<file path="config.mk">
export PLATFORM = sky130hd
export DESIGN_NAME = rep_string_seq
export DESIGN_NICKNAME = d
export VERILOG_FILES = /design/src/rtl/rep_string_seq.sv
export SDC_FILE = /design/constraint.sdc
export NUM_CORES = 1
export LEC_CHECK = 0
export BUFFER_PORTS_ARGS = -buffer_cell sky130_fd_sc_hd__buf_2
export CAP_MARGIN = 15
export CORE_MARGIN = 5
export CORE_UTILIZATION = 48
export DETAILED_ROUTE_END_ITERATION = 8
export PLACE_DENSITY_LB_ADDON = 0.12
export RECOVER_POWER = 100
export SLEW_MARGIN = 20
export SYNTH_ARGS = -nofsm -noshare
export SYNTH_HDL_FRONTEND = slang
export SYNTH_SLANG_ARGS = --single-unit
</file>
<file path="constraint.sdc">
create_clock -name clk -period 5.9 [get_ports clk]
set_input_delay 0.59 -clock clk [delete_from_list [all_inputs] [get_ports clk]]
set_output_delay 0.59 -clock clk [all_outputs]
set_load 0.005 [all_outputs]
</file>
<file path="src/rtl/rep_string_seq.sv">
// String-instruction sequencer: issues ESI/EDI uops per iteration, steps pointers, counts ECX.
// Optional segment-limit check enabled by defining SEG_LIMIT_CHK_EN.
module rep_string_seq (
  input  logic        clk,
  input  logic        reset,
  input  logic        i_v,
  input  logic [1:0]  i_rep,
  input  logic        i_two,
  input  logic [31:0] i_ecx,
  input  logic [31:0] i_esi,
  input  logic [31:0] i_edi,
  input  logic [1:0]  i_opSize,
  input  logic        i_Dflag,
  input  logic        i_stall,
  input  logic        i_zf_v,
  input  logic        i_zf,
  input  logic        i_flush,
  input  logic [31:0] i_lim_src,
  input  logic [31:0] i_lim_dst,
  output logic        o_busy,
  output logic        o_v,
  output logic [1:0]  o_uopNo,
  output logic [31:0] o_addr,
  output logic        o_lastuop,
  output logic [31:0] o_ecx,
  output logic [31:0] o_esi,
  output logic [31:0] o_edi,
  output logic        o_done,
  output logic        o_fault
);

  typedef enum logic [2:0] {
    IDLE,
    ISSUE0,
    ISSUE1,
    WAIT_ZF,
    DONE
  } state_t;

  state_t      state;
  state_t      state_n;
  state_t      first_st;

  logic [1:0]  rep_q;
  logic [1:0]  sz_q;
  logic        two_q;
  logic        dflag_q;
  logic [31:0] ecx_q;
  logic [31:0] esi_q;
  logic [31:0] edi_q;
  logic [31:0] step;
  logic        issuing;
  logic        fault;
  logic        iter_end;
  logic        ld;

  // Pointer step size from operand size.
  always_comb begin
    step = 32'd1;
    unique case (sz_q)
      2'b10:   step = 32'd2;
      2'b11:   step = 32'd4;
      default: step = 32'd1;
    endcase
  end

  assign issuing  = (state == ISSUE0) || (state == ISSUE1);
  assign first_st = two_q ? ISSUE0 : ISSUE1;

`ifdef SEG_LIMIT_CHK_EN
  logic [31:0] lim_src_q;
  logic [31:0] lim_dst_q;
  logic [32:0] end_addr;
  logic [32:0] lim_sel;

  // Last byte touched by the pending uop against its segment limit.
  always_comb begin
    end_addr = {1'b0, o_addr} + {1'b0, step} - 33'd1;
    lim_sel  = (state == ISSUE0) ? {1'b0, lim_src_q}
                                 : {1'b0, lim_dst_q};
    fault    = issuing && (end_addr > lim_sel);
  end

  // Limits captured with the instruction.
  always_ff @(posedge clk) begin
    if (reset) begin
      lim_src_q <= '0;
      lim_dst_q <= '0;
    end else if (!i_flush && state == IDLE && i_v) begin
      lim_src_q <= i_lim_src;
      lim_dst_q <= i_lim_dst;
    end
  end
`else
  logic unused_lim;
  assign unused_lim = ^{i_lim_src, i_lim_dst};
  assign fault      = 1'b0;
`endif

  assign ld       = (state == IDLE) && i_v;
  assign iter_end = (state == ISSUE1) && !i_stall && !fault;

  // State register.
  always_ff @(posedge clk) begin
    if (reset) state <= IDLE;
    else       state <= state_n;
  end

  // Next-state logic.
  always_comb begin
    state_n = state;
    unique case (state)
      IDLE: begin
        if (i_v) begin
          if (i_rep != 2'b00 && i_ecx == 32'd0) state_n = DONE;
          else if (i_two)                       state_n = ISSUE0;
          else                                  state_n = ISSUE1;
        end
      end
      ISSUE0: begin
        if (fault)         state_n = IDLE;
        else if (!i_stall) state_n = ISSUE1;
      end
      ISSUE1: begin
        if (fault) begin
          state_n = IDLE;
        end else if (!i_stall) begin
          if (rep_q == 2'b00)       state_n = DONE;
          else if (rep_q[1])        state_n = WAIT_ZF;
          else if (ecx_q == 32'd1)  state_n = DONE;
          else                      state_n = first_st;
        end
      end
      WAIT_ZF: begin
        if (i_zf_v) begin
          if (ecx_q == 32'd0 ||
              (rep_q == 2'b10 && !i_zf) ||
              (rep_q == 2'b11 && i_zf))
            state_n = DONE;
          else
            state_n = first_st;
        end
      end
      DONE:    state_n = IDLE;
      default: state_n = IDLE;
    endcase
    if (i_flush) state_n = IDLE;
  end

  // Instruction latch and per-iteration pointer/count update.
  always_ff @(posedge clk) begin
    if (reset) begin
      rep_q   <= '0;
      sz_q    <= '0;
      two_q   <= 1'b0;
      dflag_q <= 1'b0;
      ecx_q   <= '0;
      esi_q   <= '0;
      edi_q   <= '0;
    end else if (!i_flush) begin
      if (ld) begin
        rep_q   <= i_rep;
        sz_q    <= i_opSize;
        two_q   <= i_two;
        dflag_q <= i_Dflag;
        ecx_q   <= i_ecx;
        esi_q   <= i_esi;
        edi_q   <= i_edi;
      end else if (iter_end) begin
        if (two_q)
          esi_q <= dflag_q ? esi_q - step : esi_q + step;
        edi_q <= dflag_q ? edi_q - step : edi_q + step;
        if (rep_q != 2'b00)
          ecx_q <= ecx_q - 32'd1;
      end
    end
  end

  // Uop and status outputs.
  always_comb begin
    o_busy    = (state != IDLE);
    o_v       = issuing && !fault;
    o_uopNo   = (state == ISSUE1) ? 2'd1 : 2'd0;
    o_addr    = '0;
    if (state == ISSUE0) o_addr = esi_q;
    if (state == ISSUE1) o_addr = edi_q;
    o_lastuop = (state == ISSUE1) &&
                (rep_q == 2'b00 || ecx_q == 32'd1);
    o_done    = (state == DONE);
    o_fault   = fault && !i_flush;
  end

  assign o_ecx = ecx_q;
  assign o_esi = esi_q;
  assign o_edi = edi_q;

endmodule

</file>
==> summary.md <==
| Metric | Value |
|---|---|
| LEAKAGE | `4.74 nW` |
| Total Routing Usage GR | `27.2%` |
| Peak Freq | `217 MHz` |
| Critical path cell sequence | `clkbuf_2, ha_1, a21oi_1, o21ai_0, a31o_2, a21oi_1, o21ai_0, a41o_1, a221oi_1, a2111oi_0, nor4_1` |
| Pwr Density | `208 nW/um^2` |
| Clock power share | `33.1%` |
| Post-synth EDFFs | `0` |
| GRT Max-Usage Layer | `met2` |
| Worst-Margin Slew | `2890 ps` |
| Most frequent cells after synthesis | `139 x a21oi_1, 138 x nand2_1, 128 x nor2_1` |
| CP endpoint kind | `flip-flop` |
| Post-synthesis cell count | `1230` |
| Die Ht | `146 um` |
| Critical path startpoint category | `flip-flop` |
| WL per Instance | `18.8 um` |
| GPL Wtd Cong | `0.915` |
| CTS sink cnt | `105` |
| #FFs+latches synth | `105` |
| Die Area | `21300 um^2` |
| Clk Latency, worst-skew pair | `360 ps` |
| Gr ovfl total | `0` |
| Ys flop type | `dfxtp_1` |
| Max_cap viols | `6` |
| Syn avg cell area | `7.22 um^2` |
| Most common cell in the netlist | `a21oi_1` |
| Share of power burned in registers | `37.7%` |
| DR pass1 iterations | `5` |
| IO Port Bufs | `241` |
| Final hold violation count | `0` |
| Post CTS Setup Buffer Count | `0` |
| Htree depth | `3` |
| Post-detailed-route via-to-cell ratio | `6.11` |
| Sequential fraction of the synthesis area | `23.7%` |
| Critical path class | `flip-flop to flip-flop` |
| Area post-placement | `10200 um^2` |
| Switching Share | `34.9%` |
| TritonCTS clock tree | `done` |
| Critical Path RT | `6160 ps` |
| Die width | `146 um` |
| Netlist cell types | `73` |
| Yosys warns | `0` |
| Largest cells by area after synthesis | `dfxtp_1 24%, ha_1 8.7%, a21oi_1 7.8%` |
| Final Max Slew Viols | `364` |
| Synthesized area | `8890 um^2` |
| Global-route wire length before repair | `48900 um` |
| Setup WS pre-CTS | `2060 ps` |
| Met2 Usage GRT | `45.1%` |
| Final #Nets | `1657` |
| RSZ-0062 raised after global routing | `no` |
| Int Power | `0.00141 W` |
| Cts hold-fix bufs | `0` |
| Met3 Use GR | `3.32%` |
| Max-slew headroom at the worst pin | `-93.5%` |
| Core Rows | `49` |
| Post-route setup slack | `1300 ps` |
| Logic pwr share | `29.1%` |
| Starting DRT DRC Count | `683` |
| Final period util | `78.0%` |
| Worst-path clk slew | `70 ps` |
| Num CTS Buffers | `9` |
| Routed via count | `10.1k` |
| Pin count of the biggest net entering global routing | `90` |
| Type of the worst min-delay path | `input pin to flip-flop` |
| Met1 GRT Util | `37.8%` |
| Slowest stage delay, CP | `1120 ps` |
| CP max-delay cell | `clkbuf_2` |
| # setup viols final | `0` |
| Cell accounting for the most synthesized area | `dfxtp_1` |
| Setup TNS | `0 ps` |
| Final critical-path required period | `4600 ps` |
| I/O pins | `308` |
| Post-Route WL | `31000 um` |
| Arrival time at the worst endpoint | `4860 ps` |
| Status | `finished, violations left` |
| Initial Util | `49.1%` |
| Share of cells above drive strength 1 | `14.4%` |
| Clock root cell | `clkbuf_16` |
| Post-CTS sizing | `0` |
| Hold slack | `463 ps` |
| Vias in the first global route | `9328` |
| Worst Skew | `14.2 ps` |
| Core Box Area | `18100 um^2` |
| Final ANT Viol Nets | `0` |
| Drt drc | `0` |
| Critical Path Fanout Max | `69` |
| Post-route cell area | `10400 um^2` |
| Post-DP HPWL | `22000 um` |
| Post-synth ARST share | `0%` |
| R2R Setup Slk | `1300 ps` |
| Initial antenna violation count | `1` |
| Failing checks | `capacitance limit, slew limit` |
| Psw | `0.000757 W` |
| Worst VDD drop | `0.157 mV` |
| Area Growth Syn to Fin | `17.3%` |
| Clk buf depth | `2` |
| Area share of the largest cell type after synthesis | `23.7%` |
-- worst max-delay path, delay by kind of cell, from the launching register on --
| family | cells | cell delay, ps |
|---|---|---|
| and+or+nand+nor | 1 | 240 |
| AOI/OAI and AO/OA | 8 | 2290 |
| adders and majority gates | 1 | 490 |
| buffers and inverters | 1 | 1120 |
| DFF | 1 | 330 |
-- power by group through the flow --
| stage | Sequential (W) | Combinational (W) | Clock (W) |
|---|---|---|---|
| 3_5_place_dp | 0.000831 | 0.000628 | 0 |
| 6_report | 0.000818 | 0.000632 | 0.000718 |
| 2_1_floorplan | 0.000819 | 0.000419 | 0 |
| 5_1_grt | 0.000825 | 0.000699 | 0.000750 |
| 4_1_cts | 0.000815 | 0.000632 | 0.000726 |
| 3_3_place_gp | 0.000830 | 0.000622 | 0 |
-- flip-flops by register name (all words and copies together) (netlist names) --
signal   count
o_esi       32
o_edi       32
rep_q        2
state        3
sz_q         2
two_q        1
o_ecx       32
dflag_q      1
-- logic make-up (layout without fill, tap and decap cells) --
| kind of cell | count (synthesis) | in the layout | synth area share (%) |
|---|---|---|---|
| AO/OA/AOI/OAI | 493 | 493 | 36.6 |
| AND/OR/NAND/NOR | 413 | 413 | 21.2 |
| flip-flops | 105 | 105 | 23.7 |
| buffers and inverters | 105 | 299 | 4.52 |
| adder cells (fa/ha/maj) | 64 | 64 | 9.18 |
| XOR/XNOR | 46 | 46 | 4.53 |
| multiplexers | 3 | 3 | 0.338 |
| other | 1 | 3 | 0.0422 |
-- per-layer routing --
| layer | part of all wire, % | wire length, um |
|---|---|---|
| met1 | 46 | 14200 |
| met2 | 46 | 14400 |
| met3 | 6.5 | 2020 |
| met4 | 1.6 | 493 |
| met5 | 0 | 0 |
-- cell usage in the layout (no fill, tap or decap), types with 9 or more instances in the layout --
master / synthesis / layout
inv_1: 29 / 29
xnor2_1: 28 / 28
a211oi_1: 32 / 32
and3_1: 11 / 11
clkbuf_16: 0 / 9
a311oi_1: 16 / 16
xor2_1: 18 / 18
a22oi_1: 13 / 13
buf_2: 0 / 166
a21o_1: 45 / 45
ha_1: 62 / 62
o21a_1: 10 / 10
nand2b_1: 9 / 9
dfxtp_1: 105 / 105
nand4_1: 12 / 12
a31oi_1: 21 / 21
nor4_1: 18 / 18
clkbuf_1: 69 / 76
nand2_1: 138 / 137
a22o_1: 33 / 33
o21ai_0: 97 / 98
nor2_1: 128 / 128
nor3_1: 31 / 31
nand3_1: 24 / 24
a21oi_1: 139 / 138
-- final timing paths --
| check | start | end | cells after the start |
|---|---|---|---|
| hold / removal | i_edi[19] | o_edi[19] | 3 |
| setup reg to reg | dflag_q | o_edi[31] | 11 |
| hold reg to reg | two_q | two_q | 2 |
| setup / recovery | dflag_q | o_edi[31] | 11 |
-- stage by stage --
step / util (%) / std cells / total power (W)
after CTS: 58.4 / 1654 / 0.00217
after global placement: 56.5 / 1638 / 0.00145
after global routing: 57.6 / 1655 / 0.00227
after floorplan: - / 1231 / 0.00124
final: 57.6 / 1655 / 0.00217
after detailed placement: 56.5 / 1638 / 0.00146
-- layout make-up --
type	instances	area [um^2]
clock inverter	7	118
multi-input combinational	1021	6390
inverter	30	113
fill	1827	7660
antenna	1	2.50
sequential	105	2100
clock buffer	9	225
timing repair buffer	253	1190
tap	229	287
No activity file was read; power rests on OpenSTA's default activity.
